--- src/rtl/poly_voice_alloc.sv ---
// Polyphonic voice allocator: maps MIDI note on/off events onto VOICES gate/note/velocity slots.
// Allocation order: retrigger the same note, else the oldest free voice, else steal the oldest gated voice.
module poly_voice_alloc #(
    parameter int VOICES    = 4,
    parameter int AGE_W     = 8,
    parameter int OMNI      = 0,
    parameter int MIDI_CHAN = 0
) (
    input  logic                clk,
    input  logic                rst,
    input  logic                ev_on,
    input  logic                ev_off,
    input  logic [3:0]          ev_chan,
    input  logic [6:0]          ev_note,
    input  logic [6:0]          ev_vel,
    input  logic                all_off,
    output logic                busy,
    output logic                ev_drop,
    output logic                steal,
    output logic [VOICES-1:0]   voice_gate,
    output logic [VOICES-1:0]   voice_trig,
    output logic [7*VOICES-1:0] voice_note,
    output logic [7*VOICES-1:0] voice_vel
);
    localparam int IDX_W = $clog2(VOICES);
    localparam logic [IDX_W-1:0] LAST_IDX = IDX_W'(VOICES - 1);

    typedef enum logic [1:0] {IDLE, SCAN, APPLY} state_t;
    state_t state, state_nxt;

    logic [6:0]       note_r [VOICES];
    logic [6:0]       vel_r  [VOICES];
    logic [AGE_W-1:0] age    [VOICES];
    logic [IDX_W-1:0] scan_idx;
    logic [6:0]       lat_note, lat_vel;
    logic             lat_on;
    logic             match_found, free_found, old_found;
    logic [IDX_W-1:0] match_idx, free_idx, old_idx, target_idx;
    logic [AGE_W-1:0] free_age, old_age;
    logic             chan_ok, ev_valid, is_on, target_ok, steal_sel;

    assign chan_ok  = (OMNI != 0) || (ev_chan == 4'(MIDI_CHAN));
    assign ev_valid = (ev_on || ev_off) && chan_ok;
    // note-on with zero velocity, or on+off together, both count as note-off
    assign is_on    = ev_on && !ev_off && (ev_vel != '0);
    assign busy     = (state != IDLE);

    always_ff @(posedge clk) begin
        if (rst) state <= IDLE;
        else     state <= state_nxt;
    end

    always_comb begin
        state_nxt = state;
        case (state)
            IDLE:    if (!all_off && ev_valid) state_nxt = SCAN;
            SCAN:    if (scan_idx == LAST_IDX) state_nxt = APPLY;
            APPLY:   state_nxt = IDLE;
            default: state_nxt = IDLE;
        endcase
    end

    always_comb begin
        target_ok  = 1'b1;
        steal_sel  = 1'b0;
        target_idx = old_idx;
        if (match_found)     target_idx = match_idx;
        else if (free_found) target_idx = free_idx;
        else if (old_found)  steal_sel  = 1'b1;
        else                 target_ok  = 1'b0;
    end

    always_ff @(posedge clk) begin
        if (rst) begin
            voice_gate  <= '0;
            voice_trig  <= '0;
            steal       <= 1'b0;
            ev_drop     <= 1'b0;
            scan_idx    <= '0;
            lat_note    <= '0;
            lat_vel     <= '0;
            lat_on      <= 1'b0;
            match_found <= 1'b0;
            free_found  <= 1'b0;
            old_found   <= 1'b0;
            match_idx   <= '0;
            free_idx    <= '0;
            old_idx     <= '0;
            free_age    <= '0;
            old_age     <= '0;
            for (int unsigned i = 0; i < VOICES; i++) begin
                note_r[i] <= '0;
                vel_r[i]  <= '0;
                age[i]    <= '0;
            end
        end else begin
            voice_trig <= '0;
            steal      <= 1'b0;
            ev_drop    <= 1'b0;
            case (state)
                IDLE: begin
                    if (all_off) begin
                        voice_gate <= '0;
                    end else if (ev_valid) begin
                        lat_note    <= ev_note;
                        lat_vel     <= ev_vel;
                        lat_on      <= is_on;
                        scan_idx    <= '0;
                        match_found <= 1'b0;
                        free_found  <= 1'b0;
                        old_found   <= 1'b0;
                    end
                end
                SCAN: begin
                    // strict '>' keeps the lowest index on age ties
                    if (voice_gate[scan_idx]) begin
                        if (!match_found && note_r[scan_idx] == lat_note) begin
                            match_found <= 1'b1;
                            match_idx   <= scan_idx;
                        end
                        if (!old_found || age[scan_idx] > old_age) begin
                            old_found <= 1'b1;
                            old_idx   <= scan_idx;
                            old_age   <= age[scan_idx];
                        end
                    end else if (!free_found || age[scan_idx] > free_age) begin
                        free_found <= 1'b1;
                        free_idx   <= scan_idx;
                        free_age   <= age[scan_idx];
                    end
                    scan_idx <= scan_idx + 1'b1;
                end
                APPLY: begin
                    if (lat_on) begin
                        if (target_ok) begin
                            steal <= steal_sel;
                            for (int unsigned i = 0; i < VOICES; i++) begin
                                if (IDX_W'(i) == target_idx) begin
                                    voice_gate[i] <= 1'b1;
                                    voice_trig[i] <= 1'b1;
                                    note_r[i]     <= lat_note;
                                    vel_r[i]      <= lat_vel;
                                    age[i]        <= '0;
                                end else if (age[i] != '1) begin
                                    age[i] <= age[i] + 1'b1;
                                end
                            end
                        end
                    end else begin
                        for (int unsigned i = 0; i < VOICES; i++) begin
                            if (voice_gate[i] && note_r[i] == lat_note) voice_gate[i] <= 1'b0;
                        end
                    end
                end
                default: ;
            endcase
            if (state != IDLE && ev_valid) ev_drop <= 1'b1;
        end
    end

    always_comb begin
        voice_note = '0;
        voice_vel  = '0;
        for (int unsigned i = 0; i < VOICES; i++) begin
            voice_note[7*i +: 7] = note_r[i];
            voice_vel[7*i +: 7]  = vel_r[i];
        end
    end

endmodule

--- config.mk ---
export PLATFORM = sky130hd
export DESIGN_NAME = poly_voice_alloc
export DESIGN_NICKNAME = d
export VERILOG_FILES = /design/src/rtl/poly_voice_alloc.sv
export SDC_FILE = /design/constraint.sdc
export NUM_CORES = 1
export LEC_CHECK = 0
export ABC_AREA = 0
export CAP_MARGIN = 20
export CORE_UTILIZATION = 45
export CTS_BUF_LIST = sky130_fd_sc_hd__clkbuf_8 sky130_fd_sc_hd__clkbuf_16
export DETAILED_ROUTE_END_ITERATION = 16
export PLACE_DENSITY = 0.74
export RECOVER_POWER = 50
export SLEW_MARGIN = 10
export SYNTH_ARGS = -nofsm -noshare
export SYNTH_HDL_FRONTEND = slang
export SYNTH_SLANG_ARGS = --single-unit
--- constraint.sdc ---
create_clock -name clk -period 5.9 [get_ports clk]
set_input_delay 0.59 -clock clk [delete_from_list [all_inputs] [get_ports clk]]
set_output_delay 0.59 -clock clk [all_outputs]
set_load 0.005 [all_outputs]
======== Yosys cells after proc, flatten, opt, wreduce, memory -nomap -nowiden ========
Memory sizes are Yosys's and may differ from the RTL's. A register that Yosys moved wholly into a read port is not among the register bits.
Cells that the tools add are included.
storage, ports and cells
  register bits after elaboration ......... 54
  memory bits (writable) .................. 88
  input port bits ......................... 23
  word-level logic and storage cells ...... 237
  memories ................................ 3
cells by class
  add/sub/neg operators ................... 5
  magnitude comparators ................... 3
  equal/unequal tests ..................... 34
  mux-type cells .......................... 111
  bitwise operators ....................... 21
  reductions and logical operators ........ 40
memory list
  memory  depth  bits a word  rd ports  clocked after Yosys merged registers in  write ports  RTL line  source
  age     4      8            5         1                                        4            33        logic [AGE_W-1:0] age [VOICES];
  note_r  4      7            5         1                                        4            31        logic [6:0] note_r [VOICES];
  vel_r   4      7            4         0                                        4            32        logic [6:0] vel_r [VOICES];
operators by type and width
  kind                   count
  $mux W1                75
  $mux W8                8
  $mux W7                8
  $eq A7 B7 Y1           5
  $reduce_and A5 Y1      7
  $add A8 B1 Y8 const B  4
  $ne A8 B8 Y1 const B   4
  $ne A3 B3 Y1 const B   9
  $mux W2                10
  $ne A2 B2 Y1 const B   10
  $gt A8 B8 Y1           2
  $or A1 B1 Y1           16
  $reduce_and A3 Y1      5
  $mux W4                3
  $logic_and A1 B1 Y1    10
  $pmux W2 S2            2
  $pmux W4 S2            1
  $reduce_bool A7 Y1     1
  $pmux W1 S2            3
  $reduce_bool A2 Y1     3
  $reduce_or A6 Y1       1
  $logic_not A1 Y1       5
  $not A1 Y1             5
  $eq A2 B2 Y1 const A   2
  other kinds (11)       15

======== Logic depth before layout (Yosys ltp) ========
Gate-level depths: netlist of run 1.
  word-level depth ........................ 11
  mapped depth ............................ 12
  depth with buffers taken out ............ 9

======== Worst setup path before layout of run 1 ========
No wires, ideal clock.
  kind .................................... register -> register
  from .................................... register with a tool-made name
  to ...................................... register free_age[0], read port of age
  setup time .............................. 0.072 ns
  data arrival time ....................... 2.863 ns
  required time ........................... 5.828 ns
  path slack .............................. 2.966 ns
  cell stages (with the launch flop) ...... 12
  path buffers ............................ 3
  period minus slack after synthesis ...... 2.934 ns
  cells stage by stage .................... dfxtp_1 -> buf_6 -> buf_2 -> mux4_2 -> ha_1 -> nor2b_1 -> o21a_1 -> o21ai_0 -> a211o_1 -> a2111oi_0 -> buf_2 -> mux2i_1
RTL lines
  what       RTL line  source
  to (decl)  39        logic [AGE_W-1:0] free_age, old_age;

==> results of run 1 <==
## path summary, 6_finish.rpt
path          startpoint     endpoint  slack [ps]  depth (start not counted)
max                  rst    age[0][3]        2360                          4
min          free_age[2]  free_age[2]         480                          2
max reg2reg   free_found    age[3][6]        2550                          7
min reg2reg  free_age[2]  free_age[2]         480                          2
## power by group through the flow
stage,sequential [mW],combinational [mW],clock [mW]
2_1_floorplan,1.12,0.0652,0
3_3_place_gp,1.13,0.122,0
3_5_place_dp,1.13,0.125,0
4_1_cts,1.11,0.126,1.09
5_1_grt,1.12,0.131,1.14
6_report,1.11,0.120,1.08
## kinds of logic after synthesis
family / after synthesis / synth area share
simple gates: 267 / 0.201
flops: 144 / 0.529
compound gates: 62 / 0.0533
buf+inv: 57 / 0.0334
xor+xnor: 56 / 0.0690
mux: 38 / 0.0771
fa+ha+maj: 21 / 0.0370
## critical path, stage by stage
cell	delay, ps
clkbuf_1	1080
clkbuf_1	920
or2_2	600
nand2b_1	400
## sequential cells by signal, summed over array words and instances (netlist names), named ones only
signal,count
old_found,1
ev_drop,1
match_idx,2
free_found,1
steal,1
age,32
old_age,8
lat_note,7
voice_gate,4
voice_trig,4
lat_vel,7
match_found,1
free_idx,2
vel_r,28
state,2
free_age,8
lat_on,1
scan_idx,2
note_r,28
old_idx,2
## per-stage QoR
| stage | util | power (mW) |
|---|---|---|
| finish | 0.571 | 2.32 |
| global route | 0.571 | 2.38 |
| CTS | 0.572 | 2.33 |
| detailed placement | 0.534 | 1.26 |
| global placement | 0.534 | 1.26 |
| floorplan | - | 1.19 |
## layout make-up
type,instances,area (sq um),share of cell area
Clock buffer,17,425,0.0486
Clock inverter,15,164,0.0187
Inverter,23,86.3,0.00987
Multi-Input combinational cell,444,3110,0.356
Sequential cell,144,3760,0.430
Tap cell,211,264,0.0302
Timing Repair Buffer,97,930,0.106
## synth_stat cells (2+ instances only)
cell type and instances:
xnor2_1 11, nand3_1 23, nand2_1 40, nor3_1 14, a211o_1 2, nor2_1 49, nor4b_1 2, mux2i_1 24
buf_1 2, nand2b_1 39, and2_1 30, xor2_1 45, nor2b_1 6, nand4_1 7, nor3b_1 2, a21oi_1 27
ha_1 21, dfxtp_1 56, a21o_1 4, nor4_1 7, buf_2 13, and3_1 36, clkbuf_1 18, or2_2 3
a311o_1 2, a31oi_1 2, edfxtp_1 88, mux4_2 12, inv_1 23, o21a_1 4, a211oi_1 3, o21ai_0 12
a31o_2 2
## layer usage
metal	share of wire	vias up	global-route usage
met5	0	-	0
met4	0.015	0	0.0713
met3	0.080	25	0.0647
met2	0.48	247	0.382
met1	0.42	2627	0.315
li1	-	2448	-
## layout by cell type, fill, tap and decap left out, types with 23 or more instances in the layout
cell	synthesis	routed
inv_1	23	24
a21oi_1	27	27
nand2b_1	39	39
nand3_1	23	23
dlygate4sd3_1	0	66
xor2_1	45	45
edfxtp_1	88	88
dfxtp_1	56	56
nor2_1	49	49
nand2_1	40	40
and3_1	36	36
mux2i_1	24	24
==> qor.yml, run 1 <==
power_and_ir_drop:
  p_int_mw: 1.75
  p_switching_uw: 564
  power_leakage_nw: 3.42
  pwr-share-comb: 0.052
  power_density_nw_per_um2: 265
  vdd_drop_max_mv: 0.230
  power.share.clock: 0.468
  p_seq_frac: 0.480
  switching_share: 0.243
clock_tree:
  clkSlewWorstSetupHoldPaths_ps: 60
  root_buffer: "clkbuf_16"
  cts_setup_buffers: 0
  cts_resized: 0
  cts_tree: "done"
  clk_path_buf_depth: 2
  numCtsBuffers: 17
  clk_latency_ps: 430
  cts_hold_buf: 0
  cts.sinks: 144
  cts_max_level: 4
floorplan:
  start_util: 0.464
  die_h_microns: 128
  coreArea_sq_um: 15300
  die-area_sq_um: 16300
  die_w_microns: 128
  num_rows: 45
  io_pins: 90
sta:
  layout_setup_ws_ps: 2360
  min_period_ps: 3540
  tns_ps: 0
  drv_slew: 37
  fmax_mhz: 283
  finalSetupViolCount: 0
  relSlewSlack: -0.0241
  whs_ps: 475
  finClkSkew_ps: 7.16
  worst_pin_slew_ps: 1540
  rsz0062_at_grt: "false"
  hold_viol: 0
  timing.final.crit_share: 0.600
critical_path:
  required_ps: 5990
  critPathCaptureType: "flop"
  start_kind: "primary input"
  crit_path_max_fanout: 36
  arrival_ps: 3620
  critPathKind: "primary input to flop"
final_layout:
  drive_gt1_frac: 0.0770
  syn_to_final_growth_pct: 23.0
  final_cells: 951
  fin_nets: 771
  diodes: 0
  num-fill-cells: 1280
  finish.instance_area_sq_um: 8750
placed_design:
  dp.final_hpwl_microns: 13000
  io_buffers: 89
  dp.cells: 919
  dpl_cell_area_sq_um: 8170
  place_congestion: 0.869
  place_ws_ps: 2600
logic_synthesis:
  yosysTopAreaCell: "edfxtp_1"
  seq_area_frac_synth: 0.529
  dominantRegCellSynth: "edfxtp_1"
  synth_area_leaders: "edfxtp_1, dfxtp_1, xor2_1, mux4_2, ha_1"
  ys_async_sr_fraction: 0
  syn-cell-area_sq_um: 7110
  ys_types: 49
  synth_nets: 689
  synth_top_area_frac: 0.372
  synthCells: 645
  syn_area_per_cell_sq_um: 11.0
  synth-edff-count: 88
  ys_ff_latch: 144
  yosysWarnings: 0
route:
  drtIter0Drc: 524
  wl_microns: 18200
  viasPerCell: 5.62
  firstDrtPassIters: 5
  wire_per_inst_microns: 19.2
  drc_errors: 0
  drtAntennaViolNets: 0
  vias: 5347
global_route:
  grt_pass1_wl_microns: 29100
  grt_pass1_vias: 5259
  antenna_found_initial: 0
  grt.total_usage: 0.238
  grt.overflow.total: 0
  grt_max_degree: 37
flow_run:
  timing.max_cap.violations: 1
hold_path:
  hold_path.class: "flop to flop"
run_status:
  outcome: "complete, but fails checks"
  violations: "max-capacitance violations, max-slew violations"
Note: power is estimated with default switching activity, not from simulation.
==> run 2: changes to the inputs <==
--- a/config.mk
+++ b/config.mk
@@ -10,7 +10,7 @@
 export CORE_UTILIZATION = 45
 export CTS_BUF_LIST = sky130_fd_sc_hd__clkbuf_8 sky130_fd_sc_hd__clkbuf_16
 export DETAILED_ROUTE_END_ITERATION = 16
-export PLACE_DENSITY = 0.74
+export PLACE_DENSITY = 0.77
 export RECOVER_POWER = 50
 export SLEW_MARGIN = 10
 export SYNTH_ARGS = -nofsm -noshare
==> constraint.sdc (replaced) <==
create_clock -name clk -period 2.95 [get_ports clk]
set_input_delay 0.295 -clock clk [delete_from_list [all_inputs] [get_ports clk]]
set_output_delay 0.295 -clock clk [all_outputs]
set_load 0.005 [all_outputs]
==> run 2 against run 1 <==
  * The run now ends clean
  * Final area is 1.3% higher
  * Sequential share of layout area is 0.56 points lower
  * Via count is 0.13% higher
  * Sequential power is 100% higher
  * Utilization is 0.75 points higher
  * Total power is 100% higher
  * Routed wire length is 1.1% lower
  * Register-to-register slack worse by 2400 ps
  * Clock-buffer cell count stayed put
  * Sequential cell count stayed put
  * Non-clock buffer count is 10 higher
==> qor.yml, run 2 (same netlist as run 1, synthesis figures left out) <==
run_status:
  outcome: "completed"
final_layout:
  num-fill-cells: 1251
  layout_common_cells: "edfxtp_1, dlygate4sd3_1, dfxtp_1"
  largest_reg_flops: 32
  diodes: 0
  regArea_sq_um: 3760
  syn_to_final_growth_pct: 24.7
  fin_nets: 781
  multiInputGateArea_sq_um: 3120
  layout_commonest_cell: "edfxtp_1"
  drive_gt1_frac: 0.0907
  top_register: "age"
  finish.instance_area_sq_um: 8860
  reg.largest.list: "age (32), note_r (28), vel_r (28)"
clock_tree:
  cts_tree: "done"
  clkSlewWorstSetupHoldPaths_ps: 70
  clk_latency_ps: 430
  numCtsBuffers: 17
  cts.sinks: 144
  cts_setup_buffers: 0
  root_buffer: "clkbuf_16"
  clk_path_buf_depth: 2
  cts_max_level: 4
route:
  drtAntennaViolNets: 0
  wl_microns: 18000
  wire_per_inst_microns: 18.8
  drtIter0Drc: 514
  firstDrtPassIters: 5
  viasPerCell: 5.57
  drc_errors: 0
  vias: 5354
floorplan:
  coreArea_sq_um: 15300
  die-area_sq_um: 16300
  die_h_microns: 128
  die_w_microns: 128
  start_util: 0.464
  num_rows: 45
  io_pins: 90
critical_path:
  cp_slowest_cell: "mux4_2"
  start_kind: "flop"
  crit_path_max_fanout: 5
  arrival_ps: 3190
  critPathKind: "flop to flop"
  required_ps: 3310
  critPathCaptureType: "flop"
  crit_chain: "mux4_2, ha_1, nor2b_1, o21a_1, o21ai_0, a211o_1, a2111oi_4, buf_4, mux2i_1"
  cp_slowest_stage_delay_ps: 540
global_route:
  grt.total_usage: 0.231
  grt_pass1_wl_microns: 28100
  grt_max_degree: 44
  grt_pass1_vias: 5343
  grt.overflow.total: 0
  antenna_found_initial: 0
sta:
  drv_slew: 0
  tns_ps: 0
  hold_viol: 0
  finClkSkew_ps: 9.41
  min_period_ps: 2840
  finalSetupViolCount: 0
  relSlewSlack: 0.221
  timing.final.crit_share: 0.962
  worst_pin_slew_ps: 1170
  fmax_mhz: 353
power_and_ir_drop:
  power_density_nw_per_um2: 526
  power_mw: 4.66
  vdd_drop_max_mv: 0.410
  power_leakage_nw: 3.49
placed_design:
  dp.final_hpwl_microns: 13100
  dpl_cell_area_sq_um: 8240
  io_buffers: 89
  place_congestion: 0.908
flow_run:
  timing.max_cap.violations: 0
hold_path:
  hold_path.class: "primary input to flop"
[run 2: cell count changes in the layout (fill, tap and decap cells not counted), sizes merged]
cell / before / now
dlygate4sd3: 66 / 68
buf: 4 / 16
clkbuf: 22 / 20
clkinv: 1 / 4
clkdlybuf4s50: 22 / 20
inv: 35 / 32
[run 2: stage by stage]
| stage | util | std cells | setup slack (ps) | hold slack [ps] |
|---|---|---|---|---|
| 4_1_cts | 0.578 | 960 | 122 | 377 |
| 6_report | 0.579 | 961 | 113 | 407 |
| 2_1_floorplan | - | 645 | 15.6 | 431 |
| 5_1_grt | 0.579 | 961 | -11.9 | 423 |
| 3_5_place_dp | 0.538 | 928 | 124 | 473 |
| 3_3_place_gp | 0.538 | 928 | 241 | 460 |
[run 2: repair_timing]
| action | in CTS | in global routing |
|---|---|---|
| setup endpoints to repair | 0 | 4 |
| resized for setup | 0 | 5 |
| hold buffers | 0 | 0 |
[run 2: report_power, final]
part	switching, mW	internal [mW]	total, mW
Clock	0.966	1.22	2.19
Combinational	0.125	0.128	0.253
Sequential	0.0485	2.17	2.22
Total	1.14	3.52	4.66
[run 2: final timing paths]
check | startpoint | slack (ps) | depth (start not counted) | to
worst min register to register | old_age[3] | 480 | 2 | old_age[3]
worst min-delay path | rst | 410 | 2 | free_found
worst max register to register | age[2][1] | 110 | 9 | free_age[2]
worst max-delay path | age[2][1] | 110 | 9 | free_age[2]
[run 2: routing by layer]
| layer | GRT usage | vias up | wire [microns] |
|---|---|---|---|
| met3 | 0.0609 | 48 | 1370 |
| met2 | 0.373 | 223 | 8520 |
| met1 | 0.296 | 2608 | 7670 |
| li1 | - | 2475 | - |
| met5 | 0 | - | 0 |
| met4 | 0.0907 | 0 | 472 |
[run 2: final cells by class]
cell class                 count  area share
tap                          211      0.0298
clock buffer                  17      0.0480
multi-input combinational    444       0.352
timing repair buffer         107       0.114
inverter                      23     0.00974
sequential                   144       0.425
clock inverter                15      0.0213
[run 2: worst max-delay path: cells and delay by family, from the launching register on]
family	cells	cell delay, ps
adder cells (fa/ha/maj)	1	320
buffers and inverters	1	230
flip-flops	1	460
multiplexers	2	750
AO/OA/AOI/OAI	4	850
AND/OR/NAND/NOR	1	140
